==> config.mk <==
export PLATFORM = sky130hd
export DESIGN_NAME = count_updown_mod_flat
export DESIGN_NICKNAME = d
export VERILOG_FILES = /design/src/rtl/count_updown_mod_pkg.sv /design/src/rtl/count_updown_mod_if.sv /design/src/rtl/count_updown_mod_next.sv /design/src/rtl/count_updown_mod.sv /design/src/flat_wrapper.sv
export SDC_FILE = /design/constraint.sdc
export NUM_CORES = 1
export LEC_CHECK = 0
export ABC_CLOCK_PERIOD_IN_PS = 5300
export CAP_MARGIN = 40
export CORE_AREA = 10 10 47 49
export DETAILED_ROUTE_END_ITERATION = 10
export DIE_AREA = 0 0 57 59
export PLACE_DENSITY_LB_ADDON = 0.1
export REMOVE_ABC_BUFFERS = 1
export SETUP_SLACK_MARGIN = 0.5
export SLEW_MARGIN = 25
export SYNTH_ARGS = -nofsm -noshare
export SYNTH_HDL_FRONTEND = slang
export SYNTH_HIERARCHICAL = 1
export SYNTH_SLANG_ARGS = --single-unit
==> constraint.sdc <==
create_clock -name clk -period 5.3 [get_ports clk]
set_clock_uncertainty 0.15 [all_clocks]
set_input_delay 1.06 -clock clk [delete_from_list [all_inputs] [get_ports clk]]
set_output_delay 1.06 -clock clk [all_outputs]
set_load 0.03 [all_outputs]
==> src/rtl/count_updown_mod_pkg.sv <==
// -----------------------------------------------------------------------------
// count_updown_mod_pkg
// Shared counter constants: default counter width and the overflow mode
// encodings selected by the SATURATE parameter of count_updown_mod.
// No ports.
// -----------------------------------------------------------------------------
package count_updown_mod_pkg;

  localparam int CNT_WIDTH_DEFAULT = 4;

  // Overflow behaviour at the ends of the 0..MAX range.
  localparam int CNT_MODE_WRAP     = 0;
  localparam int CNT_MODE_SATURATE = 1;

endpackage : count_updown_mod_pkg

==> src/rtl/count_updown_mod_if.sv <==
// -----------------------------------------------------------------------------
// count_updown_mod_if
// Bundles the counter's control inputs and status outputs.
//   master : drives en, up, load, din; observes out, wrap, at_max, at_zero
//   slave  : the counter itself (the reverse directions)
// Clock and reset are kept as plain ports on the counter.
// -----------------------------------------------------------------------------
interface count_updown_mod_if
  import count_updown_mod_pkg::*;
#(
  parameter int WIDTH = CNT_WIDTH_DEFAULT
);

  logic             en;
  logic             up;
  logic             load;
  logic [WIDTH-1:0] din;
  logic [WIDTH-1:0] out;
  logic             wrap;
  logic             at_max;
  logic             at_zero;

  modport master (
    output en, up, load, din,
    input  out, wrap, at_max, at_zero
  );

  modport slave (
    input  en, up, load, din,
    output out, wrap, at_max, at_zero
  );

endinterface : count_updown_mod_if

==> src/rtl/count_updown_mod_next.sv <==
// -----------------------------------------------------------------------------
// count_next
// Purely combinational next-state logic for the up/down counter.
// Ports:
//   out       in   current count
//   up        in   1 = count up, 0 = count down
//   en        in   count enable
//   load      in   parallel-load strobe (beats en)
//   din       in   parallel-load value, clamped to MAX
//   next_out  out  value the count register takes on the next edge
//   next_wrap out  1 when this step wraps or hits a saturation limit
// Reset is not seen here; the register stage applies it with top priority.
// -----------------------------------------------------------------------------
module count_next
  import count_updown_mod_pkg::*;
#(
  parameter int               WIDTH    = CNT_WIDTH_DEFAULT,
  parameter logic [WIDTH-1:0] MAX      = {WIDTH{1'b1}},
  parameter int               SATURATE = CNT_MODE_WRAP
) (
  input  logic [WIDTH-1:0] out,
  input  logic             up,
  input  logic             en,
  input  logic             load,
  input  logic [WIDTH-1:0] din,
  output logic [WIDTH-1:0] next_out,
  output logic             next_wrap
);

  // One extra bit so that MAX+1 and 0-1 are representable: the carry/borrow
  // bit is what detects the range ends, even when MAX is all ones.
  localparam logic [WIDTH:0] MAX_EXT = {1'b0, MAX};
  localparam logic [WIDTH:0] ONE_EXT = {{WIDTH{1'b0}}, 1'b1};

  logic [WIDTH:0] out_ext;
  logic [WIDTH:0] din_ext;
  logic [WIDTH:0] inc;
  logic [WIDTH:0] dec;

  assign out_ext = {1'b0, out};
  assign din_ext = {1'b0, din};
  assign inc     = out_ext + ONE_EXT;
  assign dec     = out_ext - ONE_EXT;

  always_comb begin
    // NOTE: every output gets a default before any branch, so no path can
    // leave it unassigned and infer a latch.
    next_out  = out;
    next_wrap = 1'b0;

    if (load) begin
      next_out = (din_ext > MAX_EXT) ? MAX : din;
    end else if (en) begin
      if (up) begin
        if (inc > MAX_EXT) begin
          next_wrap = 1'b1;
          next_out  = (SATURATE == CNT_MODE_SATURATE) ? MAX : '0;
        end else begin
          next_out = inc[WIDTH-1:0];
        end
      end else begin
        // Borrow out of the extension bit means the count was already 0.
        if (dec[WIDTH]) begin
          next_wrap = 1'b1;
          next_out  = (SATURATE == CNT_MODE_SATURATE) ? '0 : MAX;
        end else begin
          next_out = dec[WIDTH-1:0];
        end
      end
    end
  end

endmodule : count_next

==> src/rtl/count_updown_mod.sv <==
// -----------------------------------------------------------------------------
// count_updown_mod
// Loadable up/down counter over 0..MAX with wrap-around or saturating ends.
// Ports:
//   clk    in   rising-edge clock
//   reset  in   synchronous active-high reset (out and wrap to 0)
//   bus    slave modport of count_updown_mod_if:
//            en, up, load, din  in   control / load value
//            out, wrap          out  registered count and end-of-range pulse
//            at_max, at_zero    out  combinational decodes of out
// -----------------------------------------------------------------------------
module count_updown_mod
  import count_updown_mod_pkg::*;
#(
  parameter int               WIDTH    = CNT_WIDTH_DEFAULT,
  parameter logic [WIDTH-1:0] MAX      = {WIDTH{1'b1}},
  parameter int               SATURATE = CNT_MODE_WRAP
) (
  input  logic              clk,
  input  logic              reset,
  count_updown_mod_if.slave bus
);

  logic [WIDTH-1:0] count_q;
  logic             wrap_q;
  logic [WIDTH-1:0] next_out;
  logic             next_wrap;

  count_next #(
    .WIDTH    (WIDTH),
    .MAX      (MAX),
    .SATURATE (SATURATE)
  ) u_next (
    .out       (count_q),
    .up        (bus.up),
    .en        (bus.en),
    .load      (bus.load),
    .din       (bus.din),
    .next_out  (next_out),
    .next_wrap (next_wrap)
  );

  always_ff @(posedge clk) begin
    // NOTE: state registers use non-blocking assignments so every flop
    // samples pre-edge values regardless of statement order.
    if (reset) begin
      count_q <= '0;
      wrap_q  <= 1'b0;
    end else begin
      count_q <= next_out;
      wrap_q  <= next_wrap;
    end
  end

  assign bus.out     = count_q;
  assign bus.wrap    = wrap_q;
  assign bus.at_max  = (count_q == MAX);
  assign bus.at_zero = (count_q == '0);

endmodule : count_updown_mod

==> src/flat_wrapper.sv <==
// flat-port wrapper written by rule: the top's interface ports become plain ports
module count_updown_mod_flat import count_updown_mod_pkg::*;
#(
  parameter int               WIDTH    = CNT_WIDTH_DEFAULT,
  parameter logic [WIDTH-1:0] MAX      = {WIDTH{1'b1}},
  parameter int               SATURATE = CNT_MODE_WRAP
)
  (clk, reset, bus_en, bus_up, bus_load, bus_din, bus_out, bus_wrap, bus_at_max, bus_at_zero);
  count_updown_mod_if #(.WIDTH(WIDTH)) bus_i ();
  input  logic clk;
  input  logic reset;
  input wire logic [$bits(bus_i.en)-1:0] bus_en;
  input wire logic [$bits(bus_i.up)-1:0] bus_up;
  input wire logic [$bits(bus_i.load)-1:0] bus_load;
  input wire logic [$bits(bus_i.din)-1:0] bus_din;
  output wire logic [$bits(bus_i.out)-1:0] bus_out;
  output wire logic [$bits(bus_i.wrap)-1:0] bus_wrap;
  output wire logic [$bits(bus_i.at_max)-1:0] bus_at_max;
  output wire logic [$bits(bus_i.at_zero)-1:0] bus_at_zero;
  assign bus_i.en = bus_en;
  assign bus_i.up = bus_up;
  assign bus_i.load = bus_load;
  assign bus_i.din = bus_din;
  assign bus_out = bus_i.out;
  assign bus_wrap = bus_i.wrap;
  assign bus_at_max = bus_i.at_max;
  assign bus_at_zero = bus_i.at_zero;
  count_updown_mod #(.WIDTH(WIDTH), .MAX(MAX), .SATURATE(SATURATE)) u_core (.clk(clk), .reset(reset), .bus(bus_i));
endmodule
=== Word level (Yosys, flattened, before mapping) ===
Cells that the tools add are included.

* Logic and storage cells: 20
* Output and inout bits: 7
* RAM bits: 0
* Memories: 0
* Bits in read-only memories: 0
* Input port bits: 9
* Latch bits: 0
* Flip-flop bits (word level): 5

* Multiply operators: 0
* Shift operators: 0
* Divide/modulo/power cells: 0
* Bitwise operators: 1
* Multiplexer cells: 9
* Equal/unequal tests: 1
* $add $sub $neg: 2
* $lt $le $gt $ge: 2
* Reductions and logical operators: 3

{| class="wikitable"
|+ Operators by type and width
! kind !! count
|-
| two-way mux 4 bit || 6
|-
| adder 4 x 1 -> 5 bit, second input constant || 1
|-
| greater-than comparator 5 x 4 -> 1 bit, second input constant || 1
|-
| subtractor 4 x 1 -> 5 bit, second input constant || 1
|-
| equality test 4 bit, second input constant || 1
|-
| greater-than comparator 4 bit, second input constant || 1
|-
| logical NOT 4 bit || 1
|-
| two-way mux 1 bit || 3
|-
| OR reduction 3 bit || 1
|-
| nonzero test 2 bit || 1
|-
| NOT 1 bit || 1
|}

=== Depth between registers and ports, before layout ===
Gate-level depths: netlist of the first run.

* Word-level depth: 6
* Mapped depth: 7

=== By module ===
Netlist of the first run, hierarchy kept.

{| class="wikitable"
|+ By module, submodules not included
! module !! area each (um^2) !! seq. area each (um^2) !! instances !! cells an instance
|-
| count_next || 302.8 || 0.0 || 1 || 49
|-
| count_updown_mod || 155.1 || 100.1 || 1 || 12
|}

=== Least setup slack after synthesis of the first run ===
Ideal clock, no wire load.

* Path type: register to output
* Start: register u_core.count_q[1], in the netlist u_core/bus.out[1]
* End: output bus_at_zero
* Buffers on the path: 0
* Slack: 2.899 ns
* Data arrival time: 1.191 ns
* Cell stages (with the launch flop): 2
* Required time: 4.090 ns
* Path through: dfxtp_1 -> nor4_2

* Cells in the longest elaborated chain, start to end: 1

{| class="wikitable"
|+ RTL lines
! element !! RTL line !! source
|-
| start: declaration || count_updown_mod.sv:24 || <nowiki>logic [WIDTH-1:0] count_q;</nowiki>
|-
| start signal: assignment || count_updown_mod.sv:50 || <nowiki>count_q <= next_out;</nowiki>
|-
| logical NOT 4 bit || count_updown_mod.sv:58 || <nowiki>assign bus.at_zero = (count_q == '0);</nowiki>
|-
| end: declaration || flat_wrapper.sv:19 || <nowiki>output wire logic [$bits(bus_i.at_zero)-1:0] bus_at_zero;</nowiki>
|}

No other way between the ends.

=== Worst setup path in the final report of the first run ===
* Start: register u_core.count_q[2], in the netlist u_core/bus.out[2]
* End: output bus_at_max

* Cells in the longest elaborated chain, start to end: 1

{| class="wikitable"
|+ RTL lines
! element !! RTL line !! source
|-
| equality test 4 bit || count_updown_mod.sv:57 || <nowiki>assign bus.at_max = (count_q == MAX);</nowiki>
|-
| end: declaration || flat_wrapper.sv:18 || <nowiki>output wire logic [$bits(bus_i.at_max)-1:0] bus_at_max;</nowiki>
|}

No other way between the ends.

==> results of run 1 <==
-- layout make-up --
class,instances,area [um^2],area share
Clock buffer,4,26.3,0.0409
Sequential cell,5,100,0.156
Tap cell,16,20.0,0.0312
Multi-Input combinational cell,50,334,0.520
Timing Repair Buffer,15,150,0.234
Inverter,3,11.3,0.0175
-- cells in the mapped netlist --
| cell type | number | area, um^2 |
|---|---|---|
| o31a_1 | 2 | 17.5 |
| mux2i_1 | 1 | 10.0 |
| inv_1 | 3 | 11.3 |
| nand3b_1 | 1 | 7.51 |
| and4_2 | 1 | 10.0 |
| clkbuf_1 | 1 | 3.75 |
| or3b_4 | 1 | 11.3 |
| xor2_1 | 1 | 8.76 |
| nand2b_1 | 1 | 6.26 |
| buf_1 | 1 | 3.75 |
| a21oi_1 | 3 | 15.0 |
| ha_1 | 3 | 37.5 |
| a311oi_1 | 1 | 8.76 |
| nor4_2 | 1 | 12.5 |
| xnor2_1 | 2 | 17.5 |
| nor2b_1 | 5 | 31.3 |
| nand2_1 | 6 | 22.5 |
| and2b_1 | 1 | 7.51 |
| nor3_1 | 3 | 15.0 |
| a21oi_2 | 1 | 8.76 |
| buf_2 | 1 | 5.00 |
| dfxtp_1 | 5 | 100 |
| o211ai_1 | 1 | 7.51 |
| nand3_1 | 3 | 15.0 |
| o21bai_1 | 1 | 7.51 |
| a221o_1 | 2 | 20.0 |
| o21ai_0 | 2 | 10.0 |
| nor2_1 | 7 | 26.3 |
-- cells by family after synthesis --
logic type | synth area share
adder cells (fa/ha/maj) | 0.0820
AND/OR/NAND/NOR | 0.361
multiplexers | 0.0219
XOR/XNOR | 0.0574
AO/OA/AOI/OAI | 0.208
flip-flops | 0.219
buffers and inverters | 0.0519
-- per-stage QoR --
| stage | setup slack [ns] | hold slack (ns) | std cells | utilization | area (um^2) |
|---|---|---|---|---|---|
| floorplan | 2.90 | 0.666 | 58 | - | 445 |
| global placement | 2.54 | 0.633 | 89 | 0.439 | 616 |
| detailed placement | 2.57 | 0.634 | 89 | 0.439 | 616 |
| CTS | 2.34 | 0.642 | 93 | 0.458 | 642 |
| global route | 2.25 | 0.684 | 93 | 0.458 | 642 |
| finish | 2.35 | 0.629 | 93 | 0.458 | 642 |
-- state kept, by name (all words and copies together), names as in the netlist --
signal           cells
u_core/bus.out       4
u_core/bus.wrap      1
-- per-layer routing --
metal,vias up,routed length [um],global-route usage
met2,24,553,0.118
met1,210,498,0.0755
met5,-,0,0
li1,246,-,-
met3,3,121,0.0343
met4,0,25,0.0503
-- tightest hold or removal path, stage by stage (launching register included) --
cell and delay (ns):
dfxtp_1 0.41, nand2_1 0.11, a221o_1 0.12, and2b_1 0.10
-- power groups by stage --
stage / registers, mW / logic (mW) / clock network (mW)
final: 0.0475 / 0.0492 / 0.0448
after global routing: 0.0484 / 0.0535 / 0.0473
after CTS: 0.0475 / 0.0494 / 0.0460
after detailed placement: 0.0483 / 0.0491 / 0
after global placement: 0.0482 / 0.0493 / 0
after floorplan: 0.0512 / 0.0255 / 0
-- worst paths after layout --
path	startpoint	to
worst max-delay path	u_core/bus.out[2]	bus_at_max
worst min-delay path	u_core/bus.out[0]	u_core/bus.out[0]
worst max register to register	u_core/bus.out[0]	u_core/bus.out[0]
worst min register to register	u_core/bus.out[0]	u_core/bus.out[0]
==> results.yml, run 1 <==
grt:
  grt_pass1_vias: 447
  grt_pass1_wl_mm: 1.97
  grt_max_degree: 12
  grt_usage: 0.0737
  antenna_found_initial: 0
  grt_overflow: 0
route:
  vias_per_cell: 5.19
  vias: 483
  drc: 0
  wire_per_inst_um: 12.9
  drt_first_pass_iters: 4
  routed_wl_mm: 1.20
  ant_nets: 0
  drt_iter0_markers: 21
power:
  peakVddDrop_mv: 0.0736
  switching_share: 0.333
  comb_power_share: 0.348
  internal-power_mw: 0.0943
  cellPowerDensity_mw_per_mm2: 220
  p_leak_nw: 0.242
  seq_power_share: 0.336
  p_clk_frac: 0.317
  switchingPower_mw: 0.0471
  fin_total_pwr_mw: 0.141
timing:
  final_hold_viol_count: 0
  rsz0062_at_grt: "no"
  setup_tns_ns: 0
  final.min_clock_period_ns: 2.95
  period_share: 0.557
  worstMarginPinSlew_ns: 0.407
  setup_violations: 0
  slew_violations: 0
  max_freq_ghz: 0.339
  relSlewSlack: 0.728
min_path:
  hold_class: "flip-flop to flip-flop"
  whs_path_depth: 3
finish:
  final_cell_mix: "clkdlybuf4s50_1, nor2_1, nand2_1"
  n_antenna_cell: 0
  layout_commonest_cell: "clkdlybuf4s50_1"
  nFillCells: 148
  drive_gt1_frac: 0.0909
  synthToLayoutAreaGrowth_pct: 40.2
  layout.nets: 90
synth:
  synthCells: 61
  yosysWarnings: 6
  syn_area_um2: 458
  yosysSeqAreaShare: 0.219
  synth.distinct_cells: 28
  ys_ff_latch: 5
  post_synth.cell_area_avg_um2: 7.51
clock_tree:
  cts.htree.levels: 1
  cts_buffers: 3
  clk_pin_slew_ns: 0.05
  post_cts_buffers: 0
  insertion_delay_ns: 0.25
  cts_sinks: 5
  clk_path_buf_depth: 2
  cts-hold-fix-buffers: 0
  cts-root-buf: "clkbuf_4"
  cts_tree: "built"
  ctsResizeCount: 0
floorplan:
  row_count: 14
  design.portCount: 16
  core_mm2: 0.00140
  die_area_mm2: 0.00336
  die_y_um: 59
  die_x_um: 57
  start_util: 0.327
worst_setup_path:
  crit_family: "buffers and inverters"
  worst-setup-path-type: "flip-flop to primary output"
  crit_path_max_incr_delay_ns: 0.66
  crit_fanout: 11
  crit_buf_inv: 1
  worstRegToRegCells: 7
  cp-start-kind: "flip-flop"
  arrival_ns: 1.74
  r2r_slack_ns: 2.92
  cp-end-kind: "primary output"
  cp.required_ns: 4.09
  slowest_stage: "clkdlybuf4s50_1"
  cp.depth: 2
  crit_chain: "and4_2 > clkdlybuf4s50_1"
outcome:
  outcome: "complete, no violations"
place:
  gp_congestion: 0.783
  port_buffers: 15
  dp_hpwl_um: 910
run:
  drv_cap: 0
(Power assumes the default switching activity.)
==> run 2: changes to the inputs <==
--- a/config.mk
+++ b/config.mk
@@ -5,7 +5,7 @@
 export SDC_FILE = /design/constraint.sdc
 export NUM_CORES = 1
 export LEC_CHECK = 0
-export ABC_CLOCK_PERIOD_IN_PS = 5300
+export ABC_CLOCK_PERIOD_IN_PS = 2600
 export CAP_MARGIN = 40
 export CORE_AREA = 10 10 47 49
 export DETAILED_ROUTE_END_ITERATION = 10
==> constraint.sdc (replaced) <==
create_clock -name clk -period 2.6 [get_ports clk]
set_clock_uncertainty 0.15 [all_clocks]
set_input_delay 0.52 -clock clk [delete_from_list [all_inputs] [get_ports clk]]
set_output_delay 0.52 -clock clk [all_outputs]
set_load 0.03 [all_outputs]
==> run 2 against run 1 <==
Effect of this change: clock power increased by 110%; largest cell class unchanged; total power increased by 110%; count of clock-buffer cells in the layout unchanged; sequential share of layout area decreased by 0.14 points; non-clock buffer count increased by 3; critical endpoint is now bus_out[1]; highest routed layer unchanged.
==> results.yml, run 2 (synthesized netlist as in run 1, its figures left out) <==
finish:
  n_antenna_cell: 0
  drive_gt1_frac: 0.200
  largest_reg_flops: 4
  nFillCells: 149
  final_util: 0.491
  synthToLayoutAreaGrowth_pct: 50.3
  final_cell_mix: "clkdlybuf4s50_1, nor2_1, nand2_1"
  stdcell_area_um2: 688
  layout_commonest_cell: "clkdlybuf4s50_1"
  layout.nets: 93
timing:
  setup_tns_ns: 0
  period_share: 0.788
  setup_violations: 0
  relSlewSlack: 0.785
  worstMarginPinSlew_ns: 0.322
  worst_slack_ns: 0.551
  final.min_clock_period_ns: 2.05
  slew_violations: 0
  max_freq_ghz: 0.488
  rsz0062_at_grt: "no"
  final_hold_viol_count: 0
place:
  dp_hpwl_um: 941
  dp_slack_ns: 0.330
  gp_congestion: 0.850
  postPlaceCellArea_um2: 623
  port_buffers: 15
clock_tree:
  clk_path_buf_depth: 2
  insertion_delay_ns: 0.24
  cts_buffers: 3
  cts.htree.levels: 1
  cts_sinks: 5
  cts_tree: "built"
  clk_pin_slew_ns: 0.05
  cts-root-buf: "clkbuf_4"
run:
  drv_cap: 0
outcome:
  outcome: "complete, no violations"
route:
  drt_first_pass_iters: 4
  vias: 484
  routed_wl_mm: 1.29
  drt_iter0_markers: 3
  drc: 0
  ant_nets: 0
  wire_per_inst_um: 13.5
  vias_per_cell: 5.04
worst_setup_path:
  worst-setup-path-type: "flip-flop to primary output"
  cp.required_ns: 1.93
  arrival_ns: 1.38
  cp-end-kind: "primary output"
  crit_fanout: 4
  cp-start-kind: "flip-flop"
grt:
  grt_overflow: 0
  grt_pass1_wl_mm: 2.27
  grt_pass1_vias: 497
  grt_max_degree: 12
  grt_usage: 0.0833
  antenna_found_initial: 0
power:
  cellPowerDensity_mw_per_mm2: 431
  peakVddDrop_mv: 0.141
  p_leak_nw: 0.301
  fin_total_pwr_mw: 0.297
floorplan:
  design.portCount: 16
  die_y_um: 59
  start_util: 0.327
  die_area_mm2: 0.00336
  core_mm2: 0.00140
  die_x_um: 57
  row_count: 14
min_path:
  hold_class: "flip-flop to flip-flop"
[run 2: area by class of cell]
type                       count  area, um^2  area share
sequential                     5         106       0.155
multi-input combinational     50         354       0.515
inverter                       3        11.3      0.0164
tap                           16        20.0      0.0291
timing repair buffer          18         170       0.247
clock buffer                   4        26.3      0.0382
[run 2: final timing paths]
kind                                         from                 to  slack, ns  depth (start not counted)
worst max-delay path            u_core/bus.out[1]         bus_out[1]       0.55                          2
worst min-delay path            u_core/bus.out[2]  u_core/bus.out[2]       0.67                          3
worst max register to register  u_core/bus.out[0]  u_core/bus.out[0]       0.58                          7
worst min register to register  u_core/bus.out[2]  u_core/bus.out[2]       0.67                          3
[run 2: where the power goes]
part | leakage [nW] | total, mW | internal, mW | switching [mW]
Combinational | 0.244 | 0.111 | 0.0556 | 0.0559
Clock | 0.0150 | 0.0928 | 0.0582 | 0.0346
Sequential | 0.0425 | 0.0926 | 0.0825 | 0.0101
Total | 0.301 | 0.297 | 0.196 | 0.101
[run 2: per-layer routing]
layer / part of all wire / up-vias / global-route usage
li1: - / 250 / -
met5: 0 / - / 0
met4: 0.011 / 0 / 0.0604
met1: 0.44 / 217 / 0.101
met2: 0.46 / 15 / 0.119
met3: 0.086 / 2 / 0.0279
[run 2: worst max-delay path: stages, from the launching register on]
cell and delay [ns]:
dfxtp_4 0.36, buf_4 0.11, clkdlybuf4s50_1 0.66
[run 2: stage by stage]
step	cells	hold slack (ns)
after global placement	90	0.649
after CTS	96	0.676
after global routing	96	0.723
after floorplan	58	0.442
final	96	0.673
after detailed placement	90	0.643
[run 2: repair_timing]
| action | CTS | global route |
|---|---|---|
| setup endpoints to repair | 10 | 6 |
| buffers inserted | 2 | 0 |
| pin swaps | 0 | 1 |
| gates resized for setup | 9 | 6 |
| hold buffers | 0 | 0 |
